`config.mk`:
```
export PLATFORM = sky130hd
export DESIGN_NAME = wb_mem_arbiter
export DESIGN_NICKNAME = d
export VERILOG_FILES = /design/src/rtl/wb_mem_arbiter.sv
export SDC_FILE = /design/constraint.sdc
export NUM_CORES = 1
export LEC_CHECK = 0
export ABC_CLOCK_PERIOD_IN_PS = 4980
export CORE_AREA = 10 10 141 143
export DETAILED_ROUTE_END_ITERATION = 7
export DIE_AREA = 0 0 151 153
export RECOVER_POWER = 50
export SYNTH_ARGS = -nofsm -noshare
export SYNTH_HDL_FRONTEND = slang
export SYNTH_SLANG_ARGS = --single-unit
```
`constraint.sdc`:
```
create_clock -name wb_clk_i -period 4.98 [get_ports wb_clk_i]
set_input_delay 0.747 -clock wb_clk_i [delete_from_list [all_inputs] [get_ports wb_clk_i]]
set_output_delay 0.747 -clock wb_clk_i [all_outputs]
set_load 0.03 [all_outputs]
```
`src/rtl/wb_mem_arbiter.sv`:
```
// Round-robin Wishbone B3 arbiter: 3 masters share one memory slave.
// Grant is held for a whole cyc; a watchdog errors out stalled accesses.
//
// Ports:
//   wb_clk_i, wb_rst_ni          clock, async active-low reset
//   m_*_i / m_*_o                three masters, master n at slice n
//   s_*_o / s_*_i                single slave request / response
//   grant_o                      one-hot registered grant, 0 when idle
module wb_mem_arbiter #(
  parameter int AW      = 32,
  parameter int DW      = 32,
  parameter int TIMEOUT = 255
) (
  input  logic                  wb_clk_i,
  input  logic                  wb_rst_ni,
  input  logic [3*AW-1:0]       m_adr_i,
  input  logic [3*DW-1:0]       m_dat_i,
  input  logic [3*(DW/8)-1:0]   m_sel_i,
  input  logic [2:0]            m_we_i,
  input  logic [2:0]            m_cyc_i,
  input  logic [2:0]            m_stb_i,
  input  logic [8:0]            m_cti_i,
  input  logic [5:0]            m_bte_i,
  output logic [DW-1:0]         m_dat_o,
  output logic [2:0]            m_ack_o,
  output logic [2:0]            m_err_o,
  output logic [2:0]            m_rty_o,
  output logic [AW-1:0]         s_adr_o,
  output logic [DW-1:0]         s_dat_o,
  output logic [DW/8-1:0]       s_sel_o,
  output logic                  s_we_o,
  output logic                  s_cyc_o,
  output logic                  s_stb_o,
  output logic [2:0]            s_cti_o,
  output logic [1:0]            s_bte_o,
  input  logic [DW-1:0]         s_dat_i,
  input  logic                  s_ack_i,
  input  logic                  s_err_i,
  input  logic                  s_rty_i,
  output logic [2:0]            grant_o
);

  localparam int SW = DW / 8;
  localparam logic [15:0] TO = 16'(TIMEOUT);

  typedef enum logic {
    IDLE,
    BUSY
  } state_e;

  state_e      state_q;
  logic [2:0]  grant_q;
  logic [1:0]  last_q;
  logic [15:0] wdog_q;
  logic [15:0] wdog_d;

  logic        busy;
  logic [1:0]  nx1;
  logic [1:0]  nx2;
  logic [1:0]  win_idx;
  logic [2:0]  win_oh;
  logic        cyc_g;
  logic        stb_g;
  logic        term;
  logic        wd_fire;

  assign busy    = (state_q == BUSY);
  assign grant_o = grant_q;
  assign term    = s_ack_i | s_err_i | s_rty_i;

  // Search order last+1, last+2, last (mod 3).
  always_comb begin
    nx1 = (last_q == 2'd2) ? 2'd0 : last_q + 2'd1;
    nx2 = (nx1 == 2'd2) ? 2'd0 : nx1 + 2'd1;
    win_idx = last_q;
    if (m_cyc_i[nx1]) begin
      win_idx = nx1;
    end else if (m_cyc_i[nx2]) begin
      win_idx = nx2;
    end
    win_oh = 3'b001 << win_idx;
  end

  always_comb begin
    s_adr_o = '0;
    s_dat_o = '0;
    s_sel_o = '0;
    s_we_o  = 1'b0;
    s_cti_o = '0;
    s_bte_o = '0;
    cyc_g   = 1'b0;
    stb_g   = 1'b0;
    for (int i = 0; i < 3; i++) begin
      if (grant_q[i]) begin
        s_adr_o = m_adr_i[i*AW +: AW];
        s_dat_o = m_dat_i[i*DW +: DW];
        s_sel_o = m_sel_i[i*SW +: SW];
        s_we_o  = m_we_i[i];
        s_cti_o = m_cti_i[i*3 +: 3];
        s_bte_o = m_bte_i[i*2 +: 2];
        cyc_g   = m_cyc_i[i];
        stb_g   = m_stb_i[i];
      end
    end
  end

  // A real slave termination beats the watchdog in the same cycle.
  assign wd_fire = busy & stb_g & (wdog_q == TO) & ~term;

  assign s_cyc_o = cyc_g;
  assign s_stb_o = stb_g & ~wd_fire;

  assign m_dat_o = busy ? s_dat_i : '0;
  assign m_ack_o = grant_q & {3{s_ack_i}};
  assign m_err_o = grant_q & {3{s_err_i | wd_fire}};
  assign m_rty_o = grant_q & {3{s_rty_i}};

  always_comb begin
    wdog_d = wdog_q;
    if (!busy || !s_stb_o || term) begin
      wdog_d = '0;
    end else if (wdog_q != TO) begin
      wdog_d = wdog_q + 16'd1;
    end
  end

  always_ff @(posedge wb_clk_i or negedge wb_rst_ni) begin
    if (!wb_rst_ni) begin
      state_q <= IDLE;
      grant_q <= '0;
      last_q  <= 2'd2;
      wdog_q  <= '0;
    end else begin
      wdog_q <= wdog_d;
      unique case (state_q)
        IDLE: begin
          if (|m_cyc_i) begin
            grant_q <= win_oh;
            last_q  <= win_idx;
            state_q <= BUSY;
          end
        end
        BUSY: begin
          if (!cyc_g) begin
            grant_q <= '0;
            state_q <= IDLE;
          end
        end
        default: begin
          grant_q <= '0;
          state_q <= IDLE;
        end
      endcase
    end
  end

endmodule
```
# == Word-level counts from Yosys, hierarchy flattened ==
# Cells that the tools add are included.
# word_totals
inputBits,265
regBits,22
wordCells,78
# classes
n_mux,41
reduce_logical,8
n_bitwise,13
n_eq_ne,6
n_shift,1
n_lt_le_gt_ge,2
n_addsub,3
# ops
op,count
two-way mux 32 bit,7
two-way mux 16 bit,2
adder 16 x 1 -> 16 bit (second input constant),1
== test 16 x 8 -> 1 bit (second input constant),1
inequality test 16 x 8 -> 1 bit (second input constant),1
two-way mux 3 bit,5
two-way mux 2 bit,7
two-way mux 1 bit,13
two-way mux 4 bit,3
AND 3 bit,3
< comparator 2 x 3 -> 1 bit (second input constant),2
case mux 3 bit (2 select lines),1
adder 2 x 1 -> 2 bit (second input constant),2
AND 1 bit,4
binary-select mux 1 bit (select 2 bit),2
== test 2 bit (second input constant),2
inequality test 2 bit (second input constant),2
AND reduction 2 bit,2
inverter 1 bit,3
bitwise OR 1 bit,3
OR reduction 3 bit,1
left shift 1 x 2 -> 3 bit (first input constant),1
zero test 1 bit,2
logical OR 1 bit,2
2 further kinds,2

# == Logic depth before layout (Yosys ltp) ==
# Gate-level depths: netlist of run 1.
# logic_depth
word_depth,12
ltp_mapped,7

# == Worst setup path before layout of run 1 ==
# OpenSTA, ideal clock, no wires.
# synth_timing
path_kind,reg-to-output
start,register grant_q[1] (netlist: grant_o[1])
end,output port s_adr_o[10]
setup_slack_ps,2116
path_buffers,3
arrival_ps,2117
stages_incl_launch_ff,7
cell_sequence,dfrtp_1 buf_2 nor2b_1 clkbuf_1 buf_1 a22oi_1 o21ai_0
# synth_via
elab_chain_cells,2
# synth_lines
item,line_no,rtl
"start, declared",52,logic [2:0] grant_q;
"start signal, assigned",138,grant_q <= win_oh;
two-way mux 32 bit (2 in series),94,if (grant_q[i]) begin
"end, declared",28,"output logic [AW-1:0] s_adr_o,"
# Every way passes these cells.

# == Worst setup path in the final report of run 1 ==
# layout_timing
start,input port s_ack_i
end,output port m_err_o[2]
# layout_via
elab_chain_cells,6
# layout_lines
item,line_no,rtl
"start, declared",37,"input logic s_ack_i,"
bitwise OR 1 bit (2 in series),69,assign term = s_ack_i | s_err_i | s_rty_i;
inverter 1 bit,108,assign wd_fire = busy & stb_g & (wdog_q == TO) & ~term;
AND 1 bit,108,
bitwise OR 1 bit,115,assign m_err_o = grant_q & {3{s_err_i | wd_fire}};
AND 3 bit,115,
"end, declared",26,"output logic [2:0] m_err_o,"
# Every way passes these cells.

==> results.cfg, run 1 <==
[run_status]
run_status = finished, final reports clean

[power]
seq_power_share = 0.107
power_frac_comb = 0.837
cellPowerDensity_mw_per_mm2 = 484.4
power.share.clock = 0.056
leakage_nw = 2.468
p_sw_frac = 0.5578
ir_drop_mv = 0.2273
power.internal_mw = 1.477
p_switching_mw = 1.863

[global_routing]
grt_pass1_vias = 4471
grt_pass1_wl_um = 29390
grt_max_degree = 96
grtUsageTotal = 0.1649
antenna_found_initial = 0
overflow = 0

[finish]
drive_gt1_frac = 0.01926
fillers = 1791
multi_input_area_mm2 = 0.002052
regArea_um2 = 556.8
layout_commonest_cell = clkdlybuf4s50_1
layout.nets = 1046
n_antenna_cell = 0
finalNonFillerCells = 1004
final_cell_mix = 342 x clkdlybuf4s50_1, 79 x nand2_1, 79 x o21ai_0
area_delta_synth_final_pct = 145.7

[sta]
finalHoldViolCount = 0
slew_violations = 0
clock_skew_ns = 0.004840
worst_pin_slew_ns = 1.050
fmax_mhz = 249.6
maxSlewHeadroom = 0.2977
post-route-period-util = 0.8044
period_minus_slack_ns = 4.006
setup_viol = 0
finalSetupTns_ns = 0
rsz0062_at_grt = no

[yosys]
syn-cell-area_mm2 = 0.002806
synth_edf_count = 0
syn_inst = 427
ys_warn_count = 0
syn-num-nets = 693
synthArstFlopShare = 1.000
ys_ff_latch = 22
synth-main-ff-cell = dfrtp_1
yosysSeqAreaShare = 0.1966
synthDistinctLibCells = 41
avgSynthCellArea_um2 = 6.572

[routing]
route.detailed.drc = 0
vias = 4500
wire_per_inst_um = 20.73
routed_wl_um = 20810
first_iter_violations = 211
via_per_inst = 4.482
final_antenna_net_count = 0
dr.pass1.iters = 4

[worst_hold_path]
hold_path_startpoint = wdog_q[0]
min_path_type = reg -> reg

[critical_path]
worstPathRequired_ns = 4.23
path_max_fanout = 4
reg2reg_depth = 4
cp-end-kind = primary output
cp-endpoint = m_err_o[2]
critPathLaunchType = primary input
critPathArrivalTime_ns = 3.26
r2r_start = grant_o[1]
rrSetupSlack_ns = 2.57
worstSetupStartpoint = s_ack_i
r2r_end = wdog_q[13]
crit_type = in -> out

[placed_design]
place_congestion = 0.8597
dp.cells = 1000
hpwlAfterDp_um = 17510
portBuffers = 384

[clocking]
cts_tree = built
cts_root_buffer = clkbuf_16
htree_levels = 1
cts_setup_buffers = 0
clockBufferDepth = 2
cts.repair.resized = 0
cts_buffers = 3
cts_sinks = 22
clk-insertion-delay-late_ns = 0.26
clk_pin_slew_worst_paths_ns = 0.06
hold_buffers = 0

[die]
die_x_um = 151
initial_core_util = 0.1645
ioPinCount = 385
fp.coreArea_mm2 = 0.01706
rows = 48
die_area_mm2 = 0.02310
dieHeight_um = 153

[job]
cap_violations = 0
[worst min path at each step]
stage / end / slack, ns / cells after the start
2_1_floorplan: wdog_q[0] / 0.44 / 1
3_3_place_gp: wdog_q[0] / 0.47 / 1
3_5_place_dp: wdog_q[0] / 0.49 / 1
4_1_cts: wdog_q[0] / 0.50 / 1
5_1_grt: wdog_q[0] / 0.52 / 1
6_report: wdog_q[0] / 0.50 / 1
[cell families (layout without fill, tap and decap cells)]
logic type,count (synthesis),after routing,share of synthesized area
adder cells (fa/ha/maj),1,1,0.004458
buffers and inverters,47,399,0.07267
AO/OA/AOI/OAI,167,167,0.3741
AND/OR/NAND/NOR,178,178,0.3148
XOR/XNOR,12,12,0.03745
flip-flops,22,22,0.1966
[flip-flops by register name, summed over array words and instances (netlist names)]
name and count:
busy 1, wdog_q 16, last_q 2, grant_o 3
[layout make-up]
cell class / instances / area share
well taps: 225 / 0.04083
inverters: 6 / 0.003266
multi-input cells: 358 / 0.2976
flip-flops and latches: 22 / 0.08075
repair buffers: 389 / 0.5647
clock buffers: 4 / 0.01288
[layer usage]
layer | share of wire | global-route usage | vias up
met3 | 0.096 | 0.05521 | 12
met1 | 0.38 | 0.1835 | 2024
met4 | 0.012 | 0.02476 | 0
li1 | - | - | 2239
met5 | 0 | 0 | -
met2 | 0.51 | 0.2995 | 225
[cell usage after synthesis, types with 5 or more instances]
| master | number | area share |
|---|---|---|
| xnor2_1 | 7 | 0.022 |
| dfrtp_1 | 21 | 0.19 |
| o21ai_0 | 79 | 0.14 |
| nand2_1 | 79 | 0.11 |
| a22oi_1 | 72 | 0.19 |
| and2_1 | 39 | 0.087 |
| xor2_1 | 5 | 0.016 |
| nand3_1 | 6 | 0.011 |
| nand4_1 | 6 | 0.013 |
| nor2_1 | 22 | 0.029 |
| clkbuf_1 | 32 | 0.043 |
| inv_1 | 6 | 0.0080 |
| nor2b_1 | 6 | 0.013 |
| a21oi_1 | 7 | 0.012 |
[critical path, stage by stage]
cell and delay [ns]:
dlygate4sd3_1 0.60, or4b_1 0.52, a221oi_1 0.33, a21oi_1 0.24, nor2b_1 0.15, clkdlybuf4s50_1 0.68
[metrics by stage]
stage	setup slack, ns	hold WS (ns)	power [mW]	utilization	cell area (µm²)
after floorplan	2.116	0.4421	1.854	-	2806
after global placement	1.221	0.4693	3.236	0.3994	6813
after detailed placement	1.199	0.4908	3.239	0.3994	6813
after CTS	1.061	0.4988	3.436	0.4046	6902
after global routing	0.8294	0.5249	3.531	0.4043	6895
final	0.9742	0.4952	3.340	0.4043	6895
[power groups by stage]
| stage | clock network [mW] | logic [mW] | registers [mW] |
|---|---|---|---|
| after floorplan | 0 | 1.60 | 0.249 |
| after global routing | 0.197 | 2.96 | 0.373 |
| final | 0.187 | 2.80 | 0.357 |
| after global placement | 0 | 2.87 | 0.362 |
| after CTS | 0.192 | 2.88 | 0.363 |
| after detailed placement | 0 | 2.87 | 0.367 |
(Power assumes the default switching activity.)
==> inputs of run 2 (changes only) <==
ABC_CLOCK_PERIOD_IN_PS = 3400   (was 4980)
CORE_AREA = 10 10 140 142   (was 10 10 141 143)
DIE_AREA = 0 0 150 152   (was 0 0 151 153)
clock period = 3.4 ns   (was 4.98 ns; I/O delays follow)
==> run 2 against run 1 <==
Compared with the run above:
- first-iteration DRC count up 27%
- die area down 1.3%
- sequential share of layout area down 0.11 points
- largest cell class unchanged
- power up 50%
- non-clock buffer count up 5
==> results.cfg, run 2 (same netlist as run 1, synthesis figures left out) <==
[critical_path]
crit_chain = clkdlybuf4s50_1, or4b_1, a221oi_2, a21oi_1, nor2b_1, clkdlybuf4s50_1
cp_top_family = buffers and inverters
worstPathRequired_ns = 2.89
path_max_fanout = 4
crit_type = in -> out
critPathMostFrequentCell = clkdlybuf4s50_1
reg2reg_depth = 4
cp-end-kind = primary output
slowest_delay_ns = 0.69
critPathArrivalTime_ns = 2.77
r2r_start = wdog_q[8]
critPathLaunchType = primary input
r2r_end = wdog_q[14]
cpMaxStageDelayCell = clkdlybuf4s50_1
rrSetupSlack_ns = 1.33
path_buf_inv = 2

[job]
cap_violations = 0

[global_routing]
grt_pass1_wl_um = 29000
grt_pass1_vias = 4470
grtUsageTotal = 0.1631
antenna_found_initial = 0
overflow = 0
grt_max_degree = 83

[power]
fin_total_pwr_mw = 5.001
ir_drop_mv = 0.4060
cellPowerDensity_mw_per_mm2 = 717.1
leakage_nw = 2.497

[clocking]
cts_sinks = 22
clockBufferDepth = 2
cts.repair.resized = 0
clk-insertion-delay-late_ns = 0.25
htree_levels = 1
cts_setup_buffers = 0
clk_pin_slew_worst_paths_ns = 0.06
cts_tree = built
cts_root_buffer = clkbuf_16
cts_buffers = 3
hold_buffers = 0

[finish]
layout.nets = 1051
n_antenna_cell = 0
area_delta_synth_final_pct = 148.5
layout_commonest_cell = clkdlybuf4s50_1
final_cell_area_mm2 = 0.006974
final_core_util = 0.4118
largest_register_ff_count = 16
drive_gt1_frac = 0.03444
final_cell_mix = 339 x clkdlybuf4s50_1, 79 x nand2_1, 79 x o21ai_0
regMostFlops = wdog_q

[sta]
setup_viol = 0
finalSetupTns_ns = 0
fmax_mhz = 305.1
post-route-period-util = 0.9641
period_minus_slack_ns = 3.278
slew_violations = 0
clock_skew_ns = 0.002386
worst_pin_slew_ns = 1.177
finalHoldViolCount = 0
maxSlewHeadroom = 0.2154
rsz0062_at_grt = no

[die]
die_x_um = 150
die_area_mm2 = 0.02280
initial_core_util = 0.1657
dieHeight_um = 152
ioPinCount = 385
rows = 48
fp.coreArea_mm2 = 0.01694

[routing]
first_iter_violations = 268
routed_wl_um = 20180
dr.pass1.iters = 4
route.detailed.drc = 0
wire_per_inst_um = 20.00
vias = 4475
via_per_inst = 4.435
final_antenna_net_count = 0

[placed_design]
place_area_mm2 = 0.006915
place_congestion = 0.8530
portBuffers = 384
hpwlAfterDp_um = 16920

[worst_hold_path]
hold_path_startpoint = wdog_q[0]
whs_endpoint = wdog_q[0]
min_path_type = reg -> reg
hold_depth = 1

[run_status]
run_status = finished, final reports clean
-- run 2: area by class of cell --
cell class | count | area (µm²)
fill | 1753 | 9962
timing repair buffer | 394 | 3968
multi-input combinational | 358 | 2058
sequential | 22 | 555.5
tap | 225 | 281.5
clock buffer | 4 | 88.84
inverter | 6 | 22.52
-- run 2: metrics by stage --
| step | hold slack [ns] | worst slack (ns) | instances |
|---|---|---|---|
| finish | 0.4804 | 0.1220 | 1009 |
| global route | 0.5051 | 0.005865 | 1009 |
| CTS | 0.4849 | 0.09732 | 1009 |
| detailed placement | 0.4773 | 0.09845 | 1005 |
| global placement | 0.4608 | 0.1118 | 1005 |
| floorplan | 0.2144 | 0.7729 | 427 |
-- run 2: how the worst max path moves through the flow --
| stage | from | endpoint | slack [ns] | depth (start not counted) |
|---|---|---|---|---|
| 2_1_floorplan | grant_o[1] | s_adr_o[10] | 0.77 | 6 |
| 3_5_place_dp | s_ack_i | m_err_o[2] | 0.1 | 6 |
| 4_1_cts | s_ack_i | m_err_o[2] | 0.1 | 6 |
| 3_3_place_gp | s_ack_i | m_err_o[2] | 0.11 | 6 |
| 6_report | s_ack_i | m_err_o[2] | 0.12 | 6 |
| 5_1_grt | s_ack_i | m_err_o[2] | 0.006 | 6 |
-- run 2: per-layer routing --
| metal | global-route usage | wire, µm | vias up |
|---|---|---|---|
| met2 | 0.2958 | 10160 | 207 |
| met1 | 0.1764 | 7692 | 2005 |
| li1 | - | - | 2253 |
| met4 | 0.02454 | 180 | 0 |
| met3 | 0.06415 | 2148 | 10 |
| met5 | 0 | 0 | - |
-- run 2: where the power goes --
part	total [mW]	internal [mW]	switching, mW	leakage (nW)
Sequential	0.357	0.304	0.0534	0.296
Clock	0.267	0.179	0.0874	0.0442
Combinational	4.38	1.75	2.63	2.16
Total	5.00	2.24	2.77	2.50
==> inputs of run 3 (changes only) <==
ABC_AREA = 1   (was not set)
CORE_AREA = 10 10 141 143   (was 10 10 140 142)
DIE_AREA = 0 0 151 153   (was 0 0 150 152)
==> run 3 against run 2 <==
Compared with the run above:
- worst setup slack improved by 0.27 ns
- sequential share of layout area is 0.10 points lower
- clock-buffer cell count unchanged
- first-iteration DRC count down 20%
- clock power down 7%
- via count rose by 4.9%
- critical endpoint is now m_err_o[0]
- largest cell class unchanged
==> results.cfg, run 3 <==
[run_status]
run_status = finished, final reports clean

[global_routing]
grt_pass1_wl_um = 28790
grt_pass1_vias = 4702
antenna_found_initial = 0
grtUsageTotal = 0.1601
grt_max_degree = 85
overflow = 0

[sta]
setup_viol = 0
slew_violations = 0
clock_skew_ns = 0.002513
period_minus_slack_ns = 3.003
rsz0062_at_grt = no
finalSetupTns_ns = 0
finalHoldWorstSlack_ns = 0.4702
post-route-period-util = 0.8833
finalHoldViolCount = 0
worst_pin_slew_ns = 0.6975
fmax_mhz = 333.0
maxSlewHeadroom = 0.5339

[die]
die_area_mm2 = 0.02310
ioPinCount = 385
die_x_um = 151
rows = 48
fp.coreArea_mm2 = 0.01706
initial_core_util = 0.1752
dieHeight_um = 153

[yosys]
ys_warn_count = 0
synth_edf_count = 0
synth_compound_area_frac = 0.3365
synthArstFlopShare = 1.000
yosysSeqAreaShare = 0.1846
syn_inst = 510
syn-num-nets = 776
avgSynthCellArea_um2 = 5.861
ys_ff_latch = 22
synth.most_common_cell = nand2_1
synth_top_family_by_area = compound AO/OA/AOI/OAI gates
synth_area_leaders = a22oi_1 19%, nand2_1 18%, dfrtp_1 18%, o21ai_0 13%, inv_1 7.5%
synth_top_area_share = 0.1859
synth-xor-area-share = 0.02930
yosysTopAreaCell = a22oi_1
synth-main-ff-cell = dfrtp_1
synth_adder_area_share = 0.004186
synthDistinctLibCells = 29
muxShareOfSynthArea = 0
synth-simple-area-share = 0.3051
syn-cell-area_mm2 = 0.002989
synthTopCellsByCount = 145 x nand2_1, 78 x o21ai_0, 74 x a22oi_1

[placed_design]
hpwlAfterDp_um = 17890
place_congestion = 0.9059
portBuffers = 384
dp.cells = 1088

[finish]
layout_commonest_cell = clkdlybuf4s50_1
layout.nets = 1134
largest_register_ff_count = 16
finalNonFillerCells = 1092
drive_gt1_frac = 0.03576
regMostFlops = wdog_q
area_delta_synth_final_pct = 136.9
n_antenna_cell = 0
final_cell_mix = 342 x clkdlybuf4s50_1, 146 x nand2_1, 78 x o21ai_0

[critical_path]
critPathArrivalTime_ns = 2.49
crit_type = in -> out
crit_chain = dlygate4sd3_1, nor2_1, nor3b_4, nand4_1, a21oi_1, clkdlybuf4s50_1
critPathLaunchType = primary input
path_max_fanout = 4
cpMaxStageDelayCell = clkdlybuf4s50_1
cp_top_family = buffers and inverters
path_buf_inv = 2
slowest_delay_ns = 0.70
cp-end-kind = primary output
worstPathRequired_ns = 2.89

[routing]
dr.pass1.iters = 5
wire_per_inst_um = 18.62
final_antenna_net_count = 0
via_per_inst = 4.299
first_iter_violations = 215
vias = 4695
route.detailed.drc = 0
routed_wl_um = 20330

[clocking]
cts.repair.resized = 0
cts_sinks = 22
clk-insertion-delay-late_ns = 0.25
cts_buffers = 3
clk_pin_slew_worst_paths_ns = 0.06
clockBufferDepth = 2
cts_setup_buffers = 0
cts_tree = built
htree_levels = 1
hold_buffers = 0
cts_root_buffer = clkbuf_16

[worst_hold_path]
min_path_type = reg -> reg

[job]
cap_violations = 0

[power]
ir_drop_mv = 0.3316
cellPowerDensity_mw_per_mm2 = 587.2
fin_total_pwr_mw = 4.158
leakage_nw = 2.953
run 3: layout make-up:
type | count | area [µm²]
clock buffer | 4 | 78.83
fill | 1793 | 9975
inverter | 63 | 236.5
multi-input combinational | 386 | 2011
sequential | 22 | 556.8
tap | 225 | 281.5
timing repair buffer | 392 | 3918
run 3: final timing paths:
kind / cells past startpoint / slack, ns / end / start
max: 6 / 0.40 / m_err_o[0] / s_rty_i
min: 1 / 0.47 / wdog_q[0] / wdog_q[0]
max reg2reg: 8 / 1.40 / wdog_q[15] / wdog_q[0]
min reg2reg: 1 / 0.47 / wdog_q[0] / wdog_q[0]
max in group asynchronous: 2 / 1.79 / grant_o[1] / wb_rst_ni
min in group asynchronous: 1 / 0.71 / grant_o[2] / wb_rst_ni
run 3: per-layer routing:
layer / wire length, µm / vias up / track usage
li1: - / 2427 / -
met1: 7623 / 2012 / 0.1710
met2: 10300 / 244 / 0.3003
met3: 2199 / 12 / 0.05462
met4: 204 / 0 / 0.01972
met5: 0 / - / 0
run 3: worst reg2reg max path, stage by stage, from the launching register on:
cell,delay [ns]
dfrtp_1,0.38
ha_1,0.20
nand3_1,0.17
nor3_4,0.21
nand3_1,0.12
nand2_1,0.08
inv_1,0.05
nand2_1,0.51
nor2_1,0.12
run 3: cells by family after synthesis:
family,after synthesis
simple gates,213
compound gates,162
buf+inv,102
flops,22
xor+xnor,10
fa+ha+maj,1
run 3: where the power goes:
group          internal, mW  leakage [nW]  switching, mW
clock network         0.160        0.0382         0.0894
registers             0.301         0.295         0.0482
logic                  1.40          2.62           2.16
run 3: through the flow:
| stage | worst slack (ns) | instance area (µm²) | util |
|---|---|---|---|
| final | 0.3966 | 7082 | 0.4152 |
| after global routing | 0.2779 | 7082 | 0.4152 |
| after CTS | 0.4564 | 7096 | 0.4160 |
| after detailed placement | 0.4856 | 7017 | 0.4114 |
| after global placement | 0.4730 | 7017 | 0.4114 |
| after floorplan | 0.9489 | 2989 | - |
